## src/rtl/bcpu_defs_pkg.sv

```systemverilog
// -----------------------------------------------------------------------------
// bcpu_defs
//   Shared definitions for the BCPU16 front end.
//   - Default widths of the fetch stage parameters.
//   - fb_kind_e: how a next-PC feedback word resolves (none / jump / repeat).
//   - fetch_fb_t: packed next-PC feedback bundle at the default widths, for
//     blocks that move feedback around as a single word.
//   - fb_decode(): priority decode of a feedback word (jump beats repeat).
// -----------------------------------------------------------------------------
package bcpu_defs;

  localparam int PC_WIDTH_DEFAULT           = 10;
  localparam int INSTR_WIDTH_DEFAULT        = 16;
  localparam int THREAD_INDEX_WIDTH_DEFAULT = 2;

  typedef enum logic [1:0] {
    FB_KIND_NONE   = 2'd0,  // no PC change, sequential advance stands
    FB_KIND_JUMP   = 2'd1,  // taken jump/call, target is the jump address
    FB_KIND_REPEAT = 2'd2   // re-execute the instruction at the feedback PC
  } fb_kind_e;

  typedef struct packed {
    logic                                  valid;
    logic [THREAD_INDEX_WIDTH_DEFAULT-1:0] thread;
    logic [PC_WIDTH_DEFAULT-1:0]           pc;
    logic                                  jmp_en;
    logic [PC_WIDTH_DEFAULT-1:0]           jmp_addr;
    logic                                  repeat_en;
  } fetch_fb_t;

  // Jump has priority over repeat when both are flagged.
  function automatic fb_kind_e fb_decode(input logic valid,
                                         input logic jmp_en,
                                         input logic repeat_en);
    fb_kind_e kind;
    kind = FB_KIND_NONE;
    if (valid) begin
      if (jmp_en) begin
        kind = FB_KIND_JUMP;
      end else if (repeat_en) begin
        kind = FB_KIND_REPEAT;
      end
    end
    return kind;
  endfunction

endpackage

```

## src/rtl/bcpu_thread_pc_regs.sv

```systemverilog
// -----------------------------------------------------------------------------
// bcpu_thread_pc_regs
//   Per-thread program counter register file (1 << THREAD_INDEX_WIDTH entries).
//   Ports:
//     clk, rst_n        clock, synchronous active-low reset (all PCs -> RESET_PC)
//     rd_idx / rd_pc    asynchronous read port (thread being issued)
//     issue_wr_*        write port used by the issuing thread
//     fb_wr_*           write port used by feedback aimed at another thread
//   The fetch stage guarantees the two write ports never target the same entry
//   in one cycle (same-thread feedback is folded into the issue write). Should
//   they ever collide, the issue write takes precedence.
// -----------------------------------------------------------------------------
module bcpu_thread_pc_regs
  import bcpu_defs::*;
#(
  parameter int                PC_WIDTH           = PC_WIDTH_DEFAULT,
  parameter int                THREAD_INDEX_WIDTH = THREAD_INDEX_WIDTH_DEFAULT,
  parameter logic [PC_WIDTH-1:0] RESET_PC         = '0
) (
  input  logic                          clk,
  input  logic                          rst_n,
  input  logic [THREAD_INDEX_WIDTH-1:0] rd_idx,
  output logic [PC_WIDTH-1:0]           rd_pc,
  input  logic                          issue_wr_en,
  input  logic [THREAD_INDEX_WIDTH-1:0] issue_wr_idx,
  input  logic [PC_WIDTH-1:0]           issue_wr_pc,
  input  logic                          fb_wr_en,
  input  logic [THREAD_INDEX_WIDTH-1:0] fb_wr_idx,
  input  logic [PC_WIDTH-1:0]           fb_wr_pc
);

  localparam int NUM_THREADS = 1 << THREAD_INDEX_WIDTH;

  logic [PC_WIDTH-1:0] pc_q [NUM_THREADS];
  logic [PC_WIDTH-1:0] pc_d [NUM_THREADS];

  always_comb begin
    for (int i = 0; i < NUM_THREADS; i++) begin
      pc_d[i] = pc_q[i];
      if (fb_wr_en && (fb_wr_idx == THREAD_INDEX_WIDTH'(i))) begin
        pc_d[i] = fb_wr_pc;
      end
      if (issue_wr_en && (issue_wr_idx == THREAD_INDEX_WIDTH'(i))) begin
        pc_d[i] = issue_wr_pc;
      end
    end
  end

  always_ff @(posedge clk) begin
    for (int i = 0; i < NUM_THREADS; i++) begin
      if (!rst_n) begin
        pc_q[i] <= RESET_PC;
      end else begin
        pc_q[i] <= pc_d[i];
      end
    end
  end

  assign rd_pc = pc_q[rd_idx];

endmodule

```

## src/rtl/bcpu_fetch_stage.sv

```systemverilog
// -----------------------------------------------------------------------------
// bcpu_fetch_stage
//   Barrel instruction fetch: one PC per hardware thread, strict round-robin
//   issue (one thread per CE cycle), synchronous program BRAM read, and
//   per-thread next-PC feedback from execute (jump, repeat, or sequential).
//   Ports:
//     CLK, RESET_N, CE          clock, synchronous active-low reset, enable
//     PROG_ADDR/RD_EN/DATA      program BRAM read port (1-cycle latency)
//     INSTR_OUT/PC_OUT/
//     THREAD_OUT/INSTR_VALID    fetched instruction to the decoder
//     FB_*                      next-PC feedback from the execute stage
// -----------------------------------------------------------------------------
module bcpu_fetch_stage
  import bcpu_defs::*;
#(
  parameter int                  PC_WIDTH           = PC_WIDTH_DEFAULT,
  parameter int                  INSTR_WIDTH        = INSTR_WIDTH_DEFAULT,
  parameter int                  THREAD_INDEX_WIDTH = THREAD_INDEX_WIDTH_DEFAULT,
  parameter logic [PC_WIDTH-1:0] RESET_PC           = '0
) (
  input  logic                          CLK,
  input  logic                          RESET_N,
  input  logic                          CE,
  output logic [PC_WIDTH-1:0]           PROG_ADDR,
  output logic                          PROG_RD_EN,
  input  logic [INSTR_WIDTH-1:0]        PROG_DATA,
  output logic [INSTR_WIDTH-1:0]        INSTR_OUT,
  output logic [PC_WIDTH-1:0]           PC_OUT,
  output logic [THREAD_INDEX_WIDTH-1:0] THREAD_OUT,
  output logic                          INSTR_VALID,
  input  logic                          FB_VALID,
  input  logic [THREAD_INDEX_WIDTH-1:0] FB_THREAD,
  input  logic [PC_WIDTH-1:0]           FB_PC,
  input  logic                          FB_JMP_EN,
  input  logic [PC_WIDTH-1:0]           FB_JMP_ADDR,
  input  logic                          FB_REPEAT
);

  // Round-robin pointer and decoder-facing output registers.
  logic [THREAD_INDEX_WIDTH-1:0] cur_q, cur_d;
  logic [PC_WIDTH-1:0]           pc_q, pc_d;
  logic [THREAD_INDEX_WIDTH-1:0] thread_q, thread_d;
  logic                          valid_q, valid_d;

  logic                          active;
  fb_kind_e                      fb_kind;
  logic                          fb_changes_pc;
  logic [PC_WIDTH-1:0]           fb_target;
  logic                          fb_to_cur;
  logic                          fb_wr_en;
  logic [PC_WIDTH-1:0]           rd_pc;
  logic [PC_WIDTH-1:0]           issue_pc;
  logic [PC_WIDTH-1:0]           issue_next_pc;

  bcpu_thread_pc_regs #(
    .PC_WIDTH           (PC_WIDTH),
    .THREAD_INDEX_WIDTH (THREAD_INDEX_WIDTH),
    .RESET_PC           (RESET_PC)
  ) u_pc_regs (
    .clk          (CLK),
    .rst_n        (RESET_N),
    .rd_idx       (cur_q),
    .rd_pc        (rd_pc),
    .issue_wr_en  (active),
    .issue_wr_idx (cur_q),
    .issue_wr_pc  (issue_next_pc),
    .fb_wr_en     (fb_wr_en),
    .fb_wr_idx    (FB_THREAD),
    .fb_wr_pc     (fb_target)
  );

  always_comb begin
    active        = CE & RESET_N;
    fb_kind       = fb_decode(FB_VALID, FB_JMP_EN, FB_REPEAT);
    fb_changes_pc = (fb_kind != FB_KIND_NONE);
    fb_target     = (fb_kind == FB_KIND_JUMP) ? FB_JMP_ADDR : FB_PC;

    // Feedback aimed at the thread issuing right now bypasses the register
    // file; its sequential successor is then written through the issue port,
    // so each thread sees at most one write per cycle.
    fb_to_cur     = fb_changes_pc && (FB_THREAD == cur_q);
    issue_pc      = fb_to_cur ? fb_target : rd_pc;
    issue_next_pc = issue_pc + PC_WIDTH'(1);
    fb_wr_en      = active && fb_changes_pc && !fb_to_cur;

    cur_d    = cur_q;
    pc_d     = pc_q;
    thread_d = thread_q;
    valid_d  = 1'b0;
    if (active) begin
      cur_d    = cur_q + THREAD_INDEX_WIDTH'(1);
      pc_d     = issue_pc;
      thread_d = cur_q;
      valid_d  = 1'b1;
    end
  end

  always_ff @(posedge CLK) begin
    if (!RESET_N) begin
      cur_q    <= '0;
      pc_q     <= '0;
      thread_q <= '0;
      valid_q  <= 1'b0;
    end else begin
      cur_q    <= cur_d;
      pc_q     <= pc_d;
      thread_q <= thread_d;
      valid_q  <= valid_d;
    end
  end

  // Outputs are forced quiet for as long as reset is asserted, not only
  // after the first reset edge.
  always_comb begin
    PROG_RD_EN  = active;
    PROG_ADDR   = RESET_N ? issue_pc : RESET_PC;
    INSTR_VALID = valid_q & RESET_N;
    INSTR_OUT   = INSTR_VALID ? PROG_DATA : '0;
    PC_OUT      = RESET_N ? pc_q : '0;
    THREAD_OUT  = RESET_N ? thread_q : '0;
  end

endmodule

```

## config.mk

```make
export PLATFORM = sky130hd
export DESIGN_NAME = bcpu_fetch_stage
export DESIGN_NICKNAME = d
export VERILOG_FILES = /design/src/rtl/bcpu_defs_pkg.sv /design/src/rtl/bcpu_thread_pc_regs.sv /design/src/rtl/bcpu_fetch_stage.sv
export SDC_FILE = /design/constraint.sdc
export NUM_CORES = 1
export LEC_CHECK = 0
export CAP_MARGIN = 20
export CORE_MARGIN = 1
export CORE_UTILIZATION = 40
export CTS_BUF_LIST = sky130_fd_sc_hd__clkbuf_16
export DETAILED_ROUTE_END_ITERATION = 8
export PLACE_DENSITY = 0.67
export SLEW_MARGIN = 30
export SYNTH_ARGS = -nofsm -noshare
export SYNTH_HDL_FRONTEND = slang
export SYNTH_SLANG_ARGS = --single-unit
```

## constraint.sdc

```tcl
create_clock -name CLK -period 3.3 [get_ports CLK]
set_clock_uncertainty 0.1 [all_clocks]
set_input_delay 0.66 -clock CLK [delete_from_list [all_inputs] [get_ports CLK]]
set_output_delay 0.66 -clock CLK [all_outputs]
set_load 0.05 [all_outputs]
```

==> results of run 1 <==
critical path, stage by stage:
cell and delay (ps):
clkdlybuf4s50_1 470, xor2_2 210, or3_1 360, buf_4 190
nor2_1 140, a21oi_2 70, nor2b_2 180, buf_12 160
cell usage after synthesis (all sizes together) (9+ instances only):
| cell type | instances | area share [%] |
|---|---|---|
| nand2 | 31 | 3.4 |
| and2 | 24 | 4.5 |
| and3 | 17 | 3.1 |
| clkbuf | 13 | 1.5 |
| dfxtp | 17 | 10 |
| nor2 | 29 | 3.4 |
| o21ai | 10 | 1.9 |
| mux2 | 19 | 6.4 |
| a21oi | 11 | 1.7 |
| edfxtp | 40 | 35 |
| mux2i | 9 | 2.7 |
| mux4 | 10 | 7.4 |
| o22ai | 28 | 5.2 |
cells by family (layout without fill, tap and decap cells):
group,count (synthesis),in the layout,share of synthesized area [%]
muxes,38,38,16.46
AOI/OAI and AO/OA,62,62,11.86
and+or+nand+nor,116,116,17.75
xor gates and xnor gates,13,13,4.455
adders and majority gates,4,4,1.473
DFF,57,57,45.36
buffers and inverters,19,134,2.651
final cells by class:
cell class / instances / area [µm²] / share of cell area, %
Multi-Input combinational cell: 233 / 1782 / 34.10
Sequential cell: 57 / 1541 / 29.50
Timing Repair Buffer: 116 / 1466 / 28.07
Clock buffer: 9 / 225.2 / 4.310
Tap cell: 105 / 131.4 / 2.514
Clock inverter: 7 / 71.32 / 1.365
Inverter: 2 / 7.507 / 0.1437
per-layer routing:
layer / GRT usage, % / vias up / share of wire (%) / routed length (µm)
met1: 28.66 / 1361 / 41 / 4022
met5: 0 / - / 0 / 0
met3: 5.097 / 16 / 6.3 / 615
li1: - / 1384 / - / -
met4: 9.103 / 0 / 2.2 / 212
met2: 38.71 / 131 / 50 / 4894
worst max path at each step:
| stage | from | to | slack [ps] | cells after the start |
|---|---|---|---|---|
| 2_1_floorplan | FB_JMP_EN | PROG_ADDR[1] | 170 | 6 |
| 3_3_place_gp | FB_JMP_EN | PROG_ADDR[7] | 90 | 8 |
| 3_5_place_dp | FB_THREAD[0] | PROG_ADDR[2] | 30 | 8 |
| 4_1_cts | FB_THREAD[0] | PROG_ADDR[2] | 20 | 8 |
| 5_1_grt | FB_THREAD[0] | PROG_ADDR[7] | 3 | 8 |
| 6_report | FB_THREAD[0] | PROG_ADDR[7] | 100 | 8 |
state kept, by name, indices dropped and copies added, names as in the netlist, named ones only:
| signal | flops |
|---|---|
| u_pc_regs.pc_q | 40 |
| pc_q | 10 |
| cur_q | 2 |
| thread_q | 2 |
| valid_q | 1 |
per-stage QoR:
stage / total power, W / hold WS (ps) / worst slack [ps] / util, %
3_3_place_gp: 0.001566 / 538.7 / 86.29 / 59.80
2_1_floorplan: 0.001255 / 491.3 / 170.2 / -
6_report: 0.002486 / 551.9 / 98.13 / 63.59
5_1_grt: 0.002571 / 587.6 / 3.084 / 63.59
3_5_place_dp: 0.001578 / 544.0 / 27.38 / 59.80
4_1_cts: 0.002487 / 557.3 / 21.73 / 63.41
where the power goes:
group | switching (W) | total, W | internal (W)
clock network | 0.000333 | 0.000915 | 0.000581
registers | 0.0000241 | 0.000850 | 0.000826
logic | 0.000383 | 0.000721 | 0.000338
timing repair:
action	CTS	global route
buffers inserted	0	0
endpoints found under the hold margin	0	0
setup endpoints to repair	0	4
gates resized for setup	0	5
==> metrics.yaml, run 1 <==
postSynthCellCount: 309
critical_path_arrival_ps: 2440
outcome: "finished clean"
grt_pass1_wl_mm: 14.84
first_iter_violations: 222
holdPathStages: 2
crit_required_ps: 2540
period_needed_ps: 3202
p_leak_nw: 2.128
clock_latency_ps: 330
maxSlewViolCount: 0
grt_pass1_vias: 2852
syn_nets: 357
num_vias: 2892
dpl_cell_area_um2: 4913
setup-tns-final_ps: 0
period_share_pct: 97.03
yosys_warnings: 0
place_inst: 513
grt_usage_pct: 23.09
cts_tree: "built"
critPathKind: "in -> out"
worstMarginPinSlew_ps: 609.5
hpwlAfterDp_mm: 7.265
hp-start: "pc_q[7]$_SDFFE_PN0P_"
area_growth_syn_to_layout_pct: 53.76
grt_overflow: 0
synth-edff-count: 40
hold_class: "reg -> reg"
stdcell_count: 529
die_w_um: 94.17
setup_viol: 0
powerDensity_nw_per_um2: 475.7
ys_seq_area_share_pct: 45.36
syn_area_um2: 3398
ys_ff_latch: 57
via_per_inst: 5.467
relSlewSlack_pct: 59.27
final_nets: 467
synth_cell_types: 48
antenna_cells: 0
critPathMaxFanout: 9
cts_buffers: 9
first_pass_iters: 7
hold_violations: 0
port_buffers: 83
drive_gt1_share_pct: 30.42
final_common_cell: "clkdlybuf4s50_1"
htree_levels: 3
final_cell_mix: "43 x clkdlybuf4s50_1, 40 x edfxtp_1, 39 x buf_12, 34 x buf_4, 31 x nand2_1"
ff2ff_path_depth: 7
stdcell_area_um2: 5225
critPathCaptureType: "output pin"
io_pins: 84
fmaxAchievable_ghz: 0.3123
routabilityCongestion: 0.8138
antenna_found_initial: 0
cts_root_buf: "clkbuf_16"
clk_pin_slew_ps: 60
rsz0062_at_grt: "false"
wl_mm: 9.745
wl_per_cell_um: 18.42
avgSynthCellArea_um2: 11.00
ys_async_sr_fraction_pct: 0
peakVddDrop_mv: 0.3974
die_y_um: 94.17
timing.rr.end: "u_pc_regs.pc_q[1][6]$_SDFFCE_PN0P_"
hold_end: "pc_q[7]$_SDFFE_PN0P_"
synth_ff_type: "edfxtp_1"
clk_path_buf_depth: 2
start_util_pct: 41.36
cts.sinks: 57
drc: 0
grt_max_degree: 32
startpoint_type: "primary input"
ant_nets: 0
reg2reg_setup_slack_ps: 650
coreArea_um2: 8217
drv_cap: 0
dieArea_um2: 8868
final.fill_count: 665
rows: 33
cts_hold_buffers: 0
Note: power is estimated with default switching activity, not from simulation.
==> run 2: changes to the inputs <==
==> constraint.sdc (replaced) <==
create_clock -name CLK -period 3.2 [get_ports CLK]
set_clock_uncertainty 0.1 [all_clocks]
set_input_delay 0.64 -clock CLK [delete_from_list [all_inputs] [get_ports CLK]]
set_output_delay 0.64 -clock CLK [all_outputs]
set_load 0.05 [all_outputs]
==> run 2 against run 1 <==
- sequential power up 3.3%
- die area unchanged
- worst setup slack better by 25 ps
- final area increased by 2.2%
- critical endpoint is now PROG_ADDR[1]
- highest routed layer unchanged
==> metrics.yaml, run 2 (synthesized netlist as in run 1, its figures left out) <==
final_common_cell: "clkdlybuf4s50_1"
wl_mm: 10.06
top_layer: "met4"
wl_met2_mm: 5.161
routabilityCongestion: 0.8909
first_pass_iters: 6
worstMarginPinSlew_ps: 581.0
grt_pass1_wl_mm: 15.49
coreArea_um2: 8217
antenna_found_initial: 0
drive_gt1_share_pct: 31.09
critical_path_arrival_ps: 2340
die_y_um: 94.17
dieArea_um2: 8868
rsz0062_at_grt: "false"
rows: 33
maxSlewViolCount: 0
critPathMaxFanout: 7
critical_path.max_stage_delay_ps: 470
critPathTopFamily: "buffers and inverters"
crit_buf_inv: 3
clock_latency_ps: 320
setup-tns-final_ps: 0
grt_pass1_vias: 3038
startpoint_type: "primary input"
reg_top3: "u_pc_regs.pc_q (40), pc_q (10)"
cts_root_buf: "clkbuf_16"
dpl_cell_area_um2: 4979
antenna_cells: 0
postCtsSetupRepairBufs: 0
stdcell_area_um2: 5340
critPathKind: "in -> out"
cp_cell_sequence: "clkdlybuf4s50_1 -> o21ai_1 -> buf_4 -> nor3_4 -> nand2_1 -> a21boi_1 -> buf_12"
stdcell_count: 536
final_cell_mix: "41 x clkdlybuf4s50_1, 40 x buf_4, 40 x buf_12, 40 x edfxtp_1, 31 x nand2_1"
outcome: "finished clean"
p_leak_nw: 2.212
drc: 0
hold_violations: 0
port_buffers: 83
powerDensity_nw_per_um2: 509.5
crit_required_ps: 2460
cp_slowest_cell: "clkdlybuf4s50_1"
first_iter_violations: 211
largest_register: "u_pc_regs.pc_q"
hold_class: "reg -> reg"
relSlewSlack_pct: 61.17
setup_viol: 0
grt_max_degree: 20
wl_met1_mm: 3.878
critPathCaptureType: "output pin"
area_growth_syn_to_layout_pct: 57.14
period_share_pct: 96.15
ff2ff_path_depth: 7
io_pins: 84
num_vias: 3030
cts.sinks: 57
grt_overflow: 0
cts_tree: "built"
period_needed_ps: 3077
cts_buffers: 9
drv_cap: 0
final_nets: 474
place_inst: 520
largest_reg_flops: 40
clk_pin_slew_ps: 50
fin_hold_ws_ps: 554.7
hpwlAfterDp_mm: 7.485
die_w_um: 94.17
clk_path_buf_depth: 2
peakVddDrop_mv: 0.4131
grt_usage_pct: 23.70
start_util_pct: 41.36
holdPathStages: 2
dr_wl_met3_um: 728
fmaxAchievable_ghz: 0.3250
via_per_inst: 5.653
wl_per_cell_um: 18.76
htree_levels: 3
crit_cells: 7
ant_nets: 0
[run 2: worst paths after layout]
check / startpoint / to / slack, ps
min reg2reg: pc_q[0]$_SDFFE_PN0P_ / pc_q[0]$_SDFFE_PN0P_ / 550
min: pc_q[0]$_SDFFE_PN0P_ / pc_q[0]$_SDFFE_PN0P_ / 550
max reg2reg: flop / u_pc_regs.pc_q[0][6]$_SDFFCE_PN0P_ / 580
max: FB_JMP_EN / PROG_ADDR[1] / 120
[run 2: repair_timing]
| item | in CTS | in global routing |
|---|---|---|
| setup endpoints to repair | 1 | 10 |
| pin swaps | 0 | 1 |
| hold buffers | 0 | 0 |
| hold endpoints to repair | 0 | 0 |
| cloned | 0 | 0 |
| gates resized for setup | 1 | 8 |
[run 2: cell type report]
class | count | area [µm²]
well taps | 105 | 131.4
multi-input cells | 233 | 1789
clock inverters | 7 | 108.9
flip-flops and latches | 57 | 1541
fillers | 629 | 2877
clock buffers | 9 | 225.2
repair buffers | 123 | 1536
inverters | 2 | 7.507
[run 2: power breakdown]
part           switching, W  internal (W)  total, W
logic              0.000403      0.000366  0.000768
clock network      0.000324      0.000751   0.00107
registers         0.0000255      0.000852  0.000878
total              0.000752       0.00197   0.00272
[run 2: worst reg2reg max path: stages, from the launching register on]
cell	delay, ps
dfxtp_1	300
buf_4	220
mux4_1	640
o31a_1	160
a32o_1	270
nand3_1	140
xor2_1	360
o22ai_1	150
[run 2: layer usage]
| layer | up-vias | track usage, % |
|---|---|---|
| li1 | 1395 | - |
| met1 | 1442 | 27.61 |
| met2 | 163 | 41.61 |
| met3 | 30 | 4.531 |
| met4 | 0 | 11.03 |
| met5 | - | 0 |
[run 2: per-stage QoR]
stage | power (W) | util (%) | worst slack (ps)
floorplan | 0.001294 | - | 110.2
global placement | 0.001632 | 60.59 | 13.31
detailed placement | 0.001645 | 60.59 | -9.435
CTS | 0.002719 | 64.69 | 12.85
global route | 0.002812 | 64.99 | 15.82
finish | 0.002721 | 64.99 | 123.3
==> run 3: changes to the inputs <==
--- a/config.mk
+++ b/config.mk
@@ -9,6 +9,7 @@
 export CORE_MARGIN = 1
 export CORE_UTILIZATION = 40
 export CTS_BUF_LIST = sky130_fd_sc_hd__clkbuf_16
+export CTS_CLUSTER_DIAMETER = 200
 export DETAILED_ROUTE_END_ITERATION = 8
 export PLACE_DENSITY = 0.67
 export SLEW_MARGIN = 30
==> results of run 3 <==
Same layout as run 2: the final DEF is identical, and so are final timing and power.
